[src/rtl/dsp48a1_pkg.sv]
// Shared DSP48A1 constants: operand port widths, clear-mode encoding and
// the occupancy-counter width helper used by the pipe chain.
package dsp48a1_pkg;

    localparam int A_W    = 18;
    localparam int B_W    = 18;
    localparam int D_W    = 18;
    localparam int C_W    = 48;
    localparam int P_W    = 48;
    localparam int PCIN_W = 48;

    // CLR_ZERO encoding: keep data on clear, or zero it along with valid.
    localparam bit CLR_KEEP_DATA = 1'b0;
    localparam bit CLR_ZERO_DATA = 1'b1;

    typedef enum logic [2:0] {
        PORT_A, PORT_B, PORT_C, PORT_D, PORT_P, PORT_PCIN
    } dsp_port_e;

    function automatic int port_w(input dsp_port_e p);
        case (p)
            PORT_A:  return A_W;
            PORT_B:  return B_W;
            PORT_C:  return C_W;
            PORT_D:  return D_W;
            PORT_P:  return P_W;
            default: return PCIN_W;
        endcase
    endfunction

    // Counter must hold 0..DEPTH; sized with headroom so DEPTH=0 still gives 1 bit.
    function automatic int occ_w(input int depth);
        return $clog2(depth + 2);
    endfunction

endpackage

[src/rtl/dsp48a1_pipe_stage.sv]
// One valid/data register stage of the bubble-collapsing pipe chain.
// Loads when enabled and its ready is high; clear has priority over ce.
module dsp48a1_pipe_stage
    import dsp48a1_pkg::*;
#(
    parameter int WIDTH    = A_W,
    parameter bit CLR_ZERO = CLR_ZERO_DATA
) (
    input  logic             clk,
    input  logic             rst_n,
    input  logic             ce,
    input  logic             clr,
    input  logic             rdy,
    input  logic             vin,
    input  logic [WIDTH-1:0] din,
    output logic             v,
    output logic             v_nxt,
    output logic [WIDTH-1:0] d
);

    logic load;
    assign load = ce & rdy;

    // Next valid is exported so the top can register occupancy on the same edge.
    always_comb begin
        v_nxt = v;
        if (clr) begin
            v_nxt = 1'b0;
        end else if (load) begin
            v_nxt = vin;
        end
    end

    always_ff @(posedge clk or negedge rst_n) begin
        if (!rst_n) begin
            v <= 1'b0;
        end else begin
            v <= v_nxt;
        end
    end

    // Data only moves with a valid item, so bubbles never toggle the register.
    always_ff @(posedge clk or negedge rst_n) begin
        if (!rst_n) begin
            d <= '0;
        end else if (clr) begin
            if (CLR_ZERO) begin
                d <= '0;
            end
        end else if (load && vin) begin
            d <= din;
        end
    end

endmodule

[src/rtl/dsp48a1_pipe_chain.sv]
// DEPTH-stage valid/ready retiming pipe for DSP48A1 operand and P paths.
// Bubbles collapse through the combinational ready chain; DEPTH=0 is a wire.
module dsp48a1_pipe_chain
    import dsp48a1_pkg::*;
#(
    parameter int WIDTH    = A_W,
    parameter int DEPTH    = 1,
    parameter bit CLR_ZERO = CLR_ZERO_DATA
) (
    input  logic                      clk,
    input  logic                      rst_n,
    input  logic                      ce,
    input  logic                      clr,
    input  logic                      in_valid,
    output logic                      in_ready,
    input  logic [WIDTH-1:0]          in_data,
    output logic                      out_valid,
    input  logic                      out_ready,
    output logic [WIDTH-1:0]          out_data,
    output logic [occ_w(DEPTH)-1:0]   occupancy
);

    localparam int OCC_W = occ_w(DEPTH);

    generate
        if (DEPTH == 0) begin : g_comb
            assign in_ready  = out_ready & ce & ~clr;
            assign out_valid = in_valid & ce & ~clr;
            assign out_data  = in_data;
            assign occupancy = '0;

            logic unused_clk_rst;
            assign unused_clk_rst = clk ^ rst_n;
        end else begin : g_pipe
            // Index 0 of each chain is the upstream side; index i+1 is stage i.
            logic [DEPTH:0]   v_chain;
            logic [DEPTH-1:0] v_nxt;
            logic [DEPTH:0]   rdy;
            logic [WIDTH-1:0] d_chain [DEPTH+1];
            logic [OCC_W-1:0] occ_nxt;
            logic [OCC_W-1:0] occ_q;

            assign v_chain[0] = in_valid;
            assign d_chain[0] = in_data;
            assign rdy[DEPTH] = out_ready;

            for (genvar i = 0; i < DEPTH; i++) begin : g_stage
                assign rdy[i] = ~v_chain[i+1] | rdy[i+1];

                dsp48a1_pipe_stage #(
                    .WIDTH    (WIDTH),
                    .CLR_ZERO (CLR_ZERO)
                ) u_stage (
                    .clk   (clk),
                    .rst_n (rst_n),
                    .ce    (ce),
                    .clr   (clr),
                    .rdy   (rdy[i]),
                    .vin   (v_chain[i]),
                    .din   (d_chain[i]),
                    .v     (v_chain[i+1]),
                    .v_nxt (v_nxt[i]),
                    .d     (d_chain[i+1])
                );
            end

            always_comb begin
                occ_nxt = '0;
                for (int i = 0; i < DEPTH; i++) begin
                    occ_nxt = occ_nxt + OCC_W'(v_nxt[i]);
                end
            end

            always_ff @(posedge clk or negedge rst_n) begin
                if (!rst_n) begin
                    occ_q <= '0;
                end else begin
                    occ_q <= occ_nxt;
                end
            end

            // Masking out_valid during clr keeps a downstream handshake from completing.
            assign in_ready  = ce & ~clr & rdy[0];
            assign out_valid = v_chain[DEPTH] & ~clr;
            assign out_data  = d_chain[DEPTH];
            assign occupancy = occ_q;
        end
    endgenerate

endmodule

[config.mk]
export PLATFORM = sky130hd
export DESIGN_NAME = dsp48a1_pipe_chain
export DESIGN_NICKNAME = d
export VERILOG_FILES = /design/src/rtl/dsp48a1_pkg.sv /design/src/rtl/dsp48a1_pipe_stage.sv /design/src/rtl/dsp48a1_pipe_chain.sv
export SDC_FILE = /design/constraint.sdc
export NUM_CORES = 1
export LEC_CHECK = 0
export ABC_AREA = 0
export CAP_MARGIN = 10
export CORE_MARGIN = 3
export CORE_UTILIZATION = 35
export CTS_CLUSTER_DIAMETER = 120
export DETAILED_ROUTE_END_ITERATION = 8
export PLACE_DENSITY = 0.77
export SLEW_MARGIN = 0
export SYNTH_ARGS = -nofsm -noshare
export SYNTH_HDL_FRONTEND = slang
export SYNTH_HIERARCHICAL = 1
export SYNTH_SLANG_ARGS = --single-unit
[constraint.sdc]
create_clock -name clk -period 1.4 [get_ports clk]
set_input_delay 0.28 -clock clk [delete_from_list [all_inputs] [get_ports clk]]
set_output_delay 0.28 -clock clk [all_outputs]
set_load 0.05 [all_outputs]
==> metrics.md, run 1 <==
| Metric | Value |
|---|---|
| Core box area | 2780 um^2 |
| Vias per cell | between 4 and 5 |
| Die width | between 60 and 70 um |
| Data required, critical path | 1.12 ns |
| Antenna diodes | 0 |
| Crit path launch type | flip-flop |
| Clk buf depth | 2 |
| Vias in the first global route | 773 |
| R2r setup slk | between 0.1 and 0.15 ns |
| Failing checks | negative setup slack |
| Placed insts | 161 |
| Crit path DAT | ~1.2 ns |
| Fin worst setup slack | -0.0390 ns |
| Number of unique standard cell types used by synthesis | 14 |
| CTS tree | done |
| VDD IR-drop max | 0.568 mV |
| Max_cap viols | 0 |
| Max-slew violation count | 0 |
| Rows | 19 |
| Peak per-stage delay on the critical path | 0.43 ns |
| Pre-CTS WS | -0.181 ns |
| Leakage Power | 0.000756 uW |
| Grt total ovfl | 0 |
| Hold Path Class | in -> async |
| DRT iter0 DRCs | 11 |
| Number of nets in the layout | 160 |
| Area of the multi-input gates | 468 um^2 |
| Setup crit end kind | output port |
| Placed cell area | 1710 um^2 |
| I/O Pins | 46 |
| RSZ-0062 raised after global routing | true |
| Routed WL | 2.21 mm |
| Vias | ~760 |
| Post-Synthesis Cell Area | 1030 um^2 |
| Number of synthesized register bits | 20 |
| Syn_area_per_cell | about 12 um^2 |
| Cell taking the most area after synthesis | dfrtp_1 |
| IO buf count | 44 |
| Drt first pass iters | 4 |
| Hold slack | 0.310 ns |
| Final instance area | 1750 um^2 |
| Crit Path Max Fanout | 3 |
| Top cell family by delay on the critical path | flip-flops |
| Ratio of final minimum period to clock period | 103% |
| Fmax | about 0.7 GHz |
| Clock sinks | 20 |
| Sequential Area | 500 um^2 |
| Crit-path cells | nand2b_4 -> and3b_2 -> buf_12 |
| Worst path depth | 3 |
| Post-synthesis sequential area ratio | 48.5% |
| Crit Path Class | reg -> out |
| # fillers | 238 |
| DRC Markers | 0 |
| H-tree depth | 1 |
| Post-DP HPWL | around 1.8 mm |
| Mapped Cells | 88 |
| Clock Pin Slew Worst Setup and Hold Paths | 0.11 ns |
| Full die area | 3630 um^2 |
| RePlAce Congestion | 0.744 |
| Die H | 60.3 um |
| Hold Buf Count CTS | 0 |
| Num CTS Buffers | 3 |
| Share of the synthesized area in the top cell type | about half |
| Synth area leaders | dfrtp_1 (49%), nand2b_1 (22%), mux2i_1 (17%) |
| Antenna violations before repair | 0 |
| Post-route ant nets | 0 |
| Fin crit period | 1.44 ns |
| Status | finished, violations left |
| Largest net degree at the start of global routing | 26 |
| Final setup viols | 2 |
| PwrDens | 796 nW/um^2 |
| Post-Syn Nets | 112 |
| Gr usage total | 13.9% |
| Worst-case reg-to-reg path depth | 5 |
| Slowest CP cell | dfrtp_1 |
| Final std cells w/o fill | 166 |
| WP buf/inv | 1 |
| Initial Util | 37.1% |
| Area growth, synth to finish | 69.7% |
| Yosys warns | 6 |
| Commonest cells after routing, fill and taps aside | nand2b_1 (36), buf_12 (22), clkdlybuf4s50_1 (21) |
| First-pass GRT wire length | between 3 and 4 mm |
| Critical Path Source | g_pipe.g_stage[0].u_stage/v$_DFF_PN0_ |
| Reg2reg start | g_pipe.g_stage[0].u_stage/v$_DFF_PN0_ |
| Clock Root Buffer | clkbuf_4 |
| Hold Fails Final Rpt | 0 |
| Clock skew | 0.00414 ns |
| Latest clock arrival within the worst-skew pair | 0.29 ns |
| WL per Instance | between 10 and 15 um |
| Share of layout cells above drive strength 1 | between 20% and 30% |
| Most common cell after layout, fill and taps aside | nand2b_1 |
-- routing by layer --
metal / part of all wire (%) / track usage, % / up-vias
li1: - / - / 375
met1: 39 / 17.2 / 352
met2: 51 / 23.1 / 29
met3: 9.3 / 3.67 / 0
met4: 0 / 4.75 / 0
met5: 0 / 0 / -
-- sequential cells by signal (all words and copies together), names as in the netlist --
signal,cells
g_pipe.g_stage.u_stage/d,18
g_pipe.g_stage.u_stage/v,1
occupancy,1
-- worst paths after layout --
| check | endpoint |
|---|---|
| max | in_ready |
| min | g_pipe.g_stage[0].u_stage/d[9]$_DFFE_PN0P_ |
| max reg2reg | g_pipe.g_stage[0].u_stage/d[2]$_DFFE_PN0P_ |
| min reg2reg | g_pipe.g_stage[0].u_stage/d[5]$_DFFE_PN0P_ |
| max in group asynchronous | g_pipe.g_stage[0].u_stage/d[14]$_DFFE_PN0P_ |
| min in group clk | g_pipe.g_stage[0].u_stage/d[6]$_DFFE_PN0P_ |
-- where the power goes --
group | internal, uW | leakage, uW | total, uW | switching [uW]
clock network | 158 | 0.0000210 | 325 | 166
logic | 233 | 0.000464 | 429 | 196
registers | 606 | 0.000271 | 639 | 33.2
-- final cells by class --
| cell class | count | share of cell area, % |
|---|---|---|
| clock buffers | 4 | 2.07 |
| flip-flops and latches | 20 | 28.6 |
| multi-input cells | 61 | 26.8 |
| repair buffers | 50 | 40.3 |
| well taps | 31 | 2.22 |
-- logic make-up (layout without fill, tap and decap cells) --
family,count (synthesis),count (layout),synth area share [%]
mux,18,18,17.5
other cells,1,1,0.364
simple gates,40,40,25.7
flops,20,20,48.5
buf+inv,7,54,6.19
compound gates,2,2,1.70
-- stage by stage --
step | TNS [ns] | util (%) | power (uW)
finish | -0.0446 | 62.9 | 1390
global route | -0.143 | 62.9 | 1460
CTS | -0.0958 | 62.9 | 1420
detailed placement | -2.81 | 61.4 | 1080
global placement | -1.38 | 61.4 | 1080
floorplan | 0 | - | 849
-- Yosys cell counts --
| master | number |
|---|---|
| buf_2 | 1 |
| mux2i_1 | 18 |
| and3b_1 | 1 |
| clkbuf_1 | 3 |
| dfrtp_1 | 20 |
| o21ba_2 | 1 |
| conb_1 | 1 |
| nand2b_4 | 1 |
| nand2b_1 | 36 |
| nor2b_1 | 1 |
| buf_12 | 2 |
| buf_4 | 1 |
| a21boi_0 | 1 |
| and3_4 | 1 |
-- timing repair --
action | 4_1_cts | 5_1_grt
resized for setup | 3 | 0
gates cloned | 0 | 0
setup endpoints to repair | 2 | 2
buffers inserted | 1 | 0
pin swaps | 1 | 0
(Power assumes the default switching activity.)
==> inputs of run 2 (changes only) <==
- CTS_CLUSTER_DIAMETER: 120 -> not set
- HOLD_SLACK_MARGIN: not set -> 0.06
==> results of run 2 <==
Final layout, timing and power as in run 1 (identical DEF).
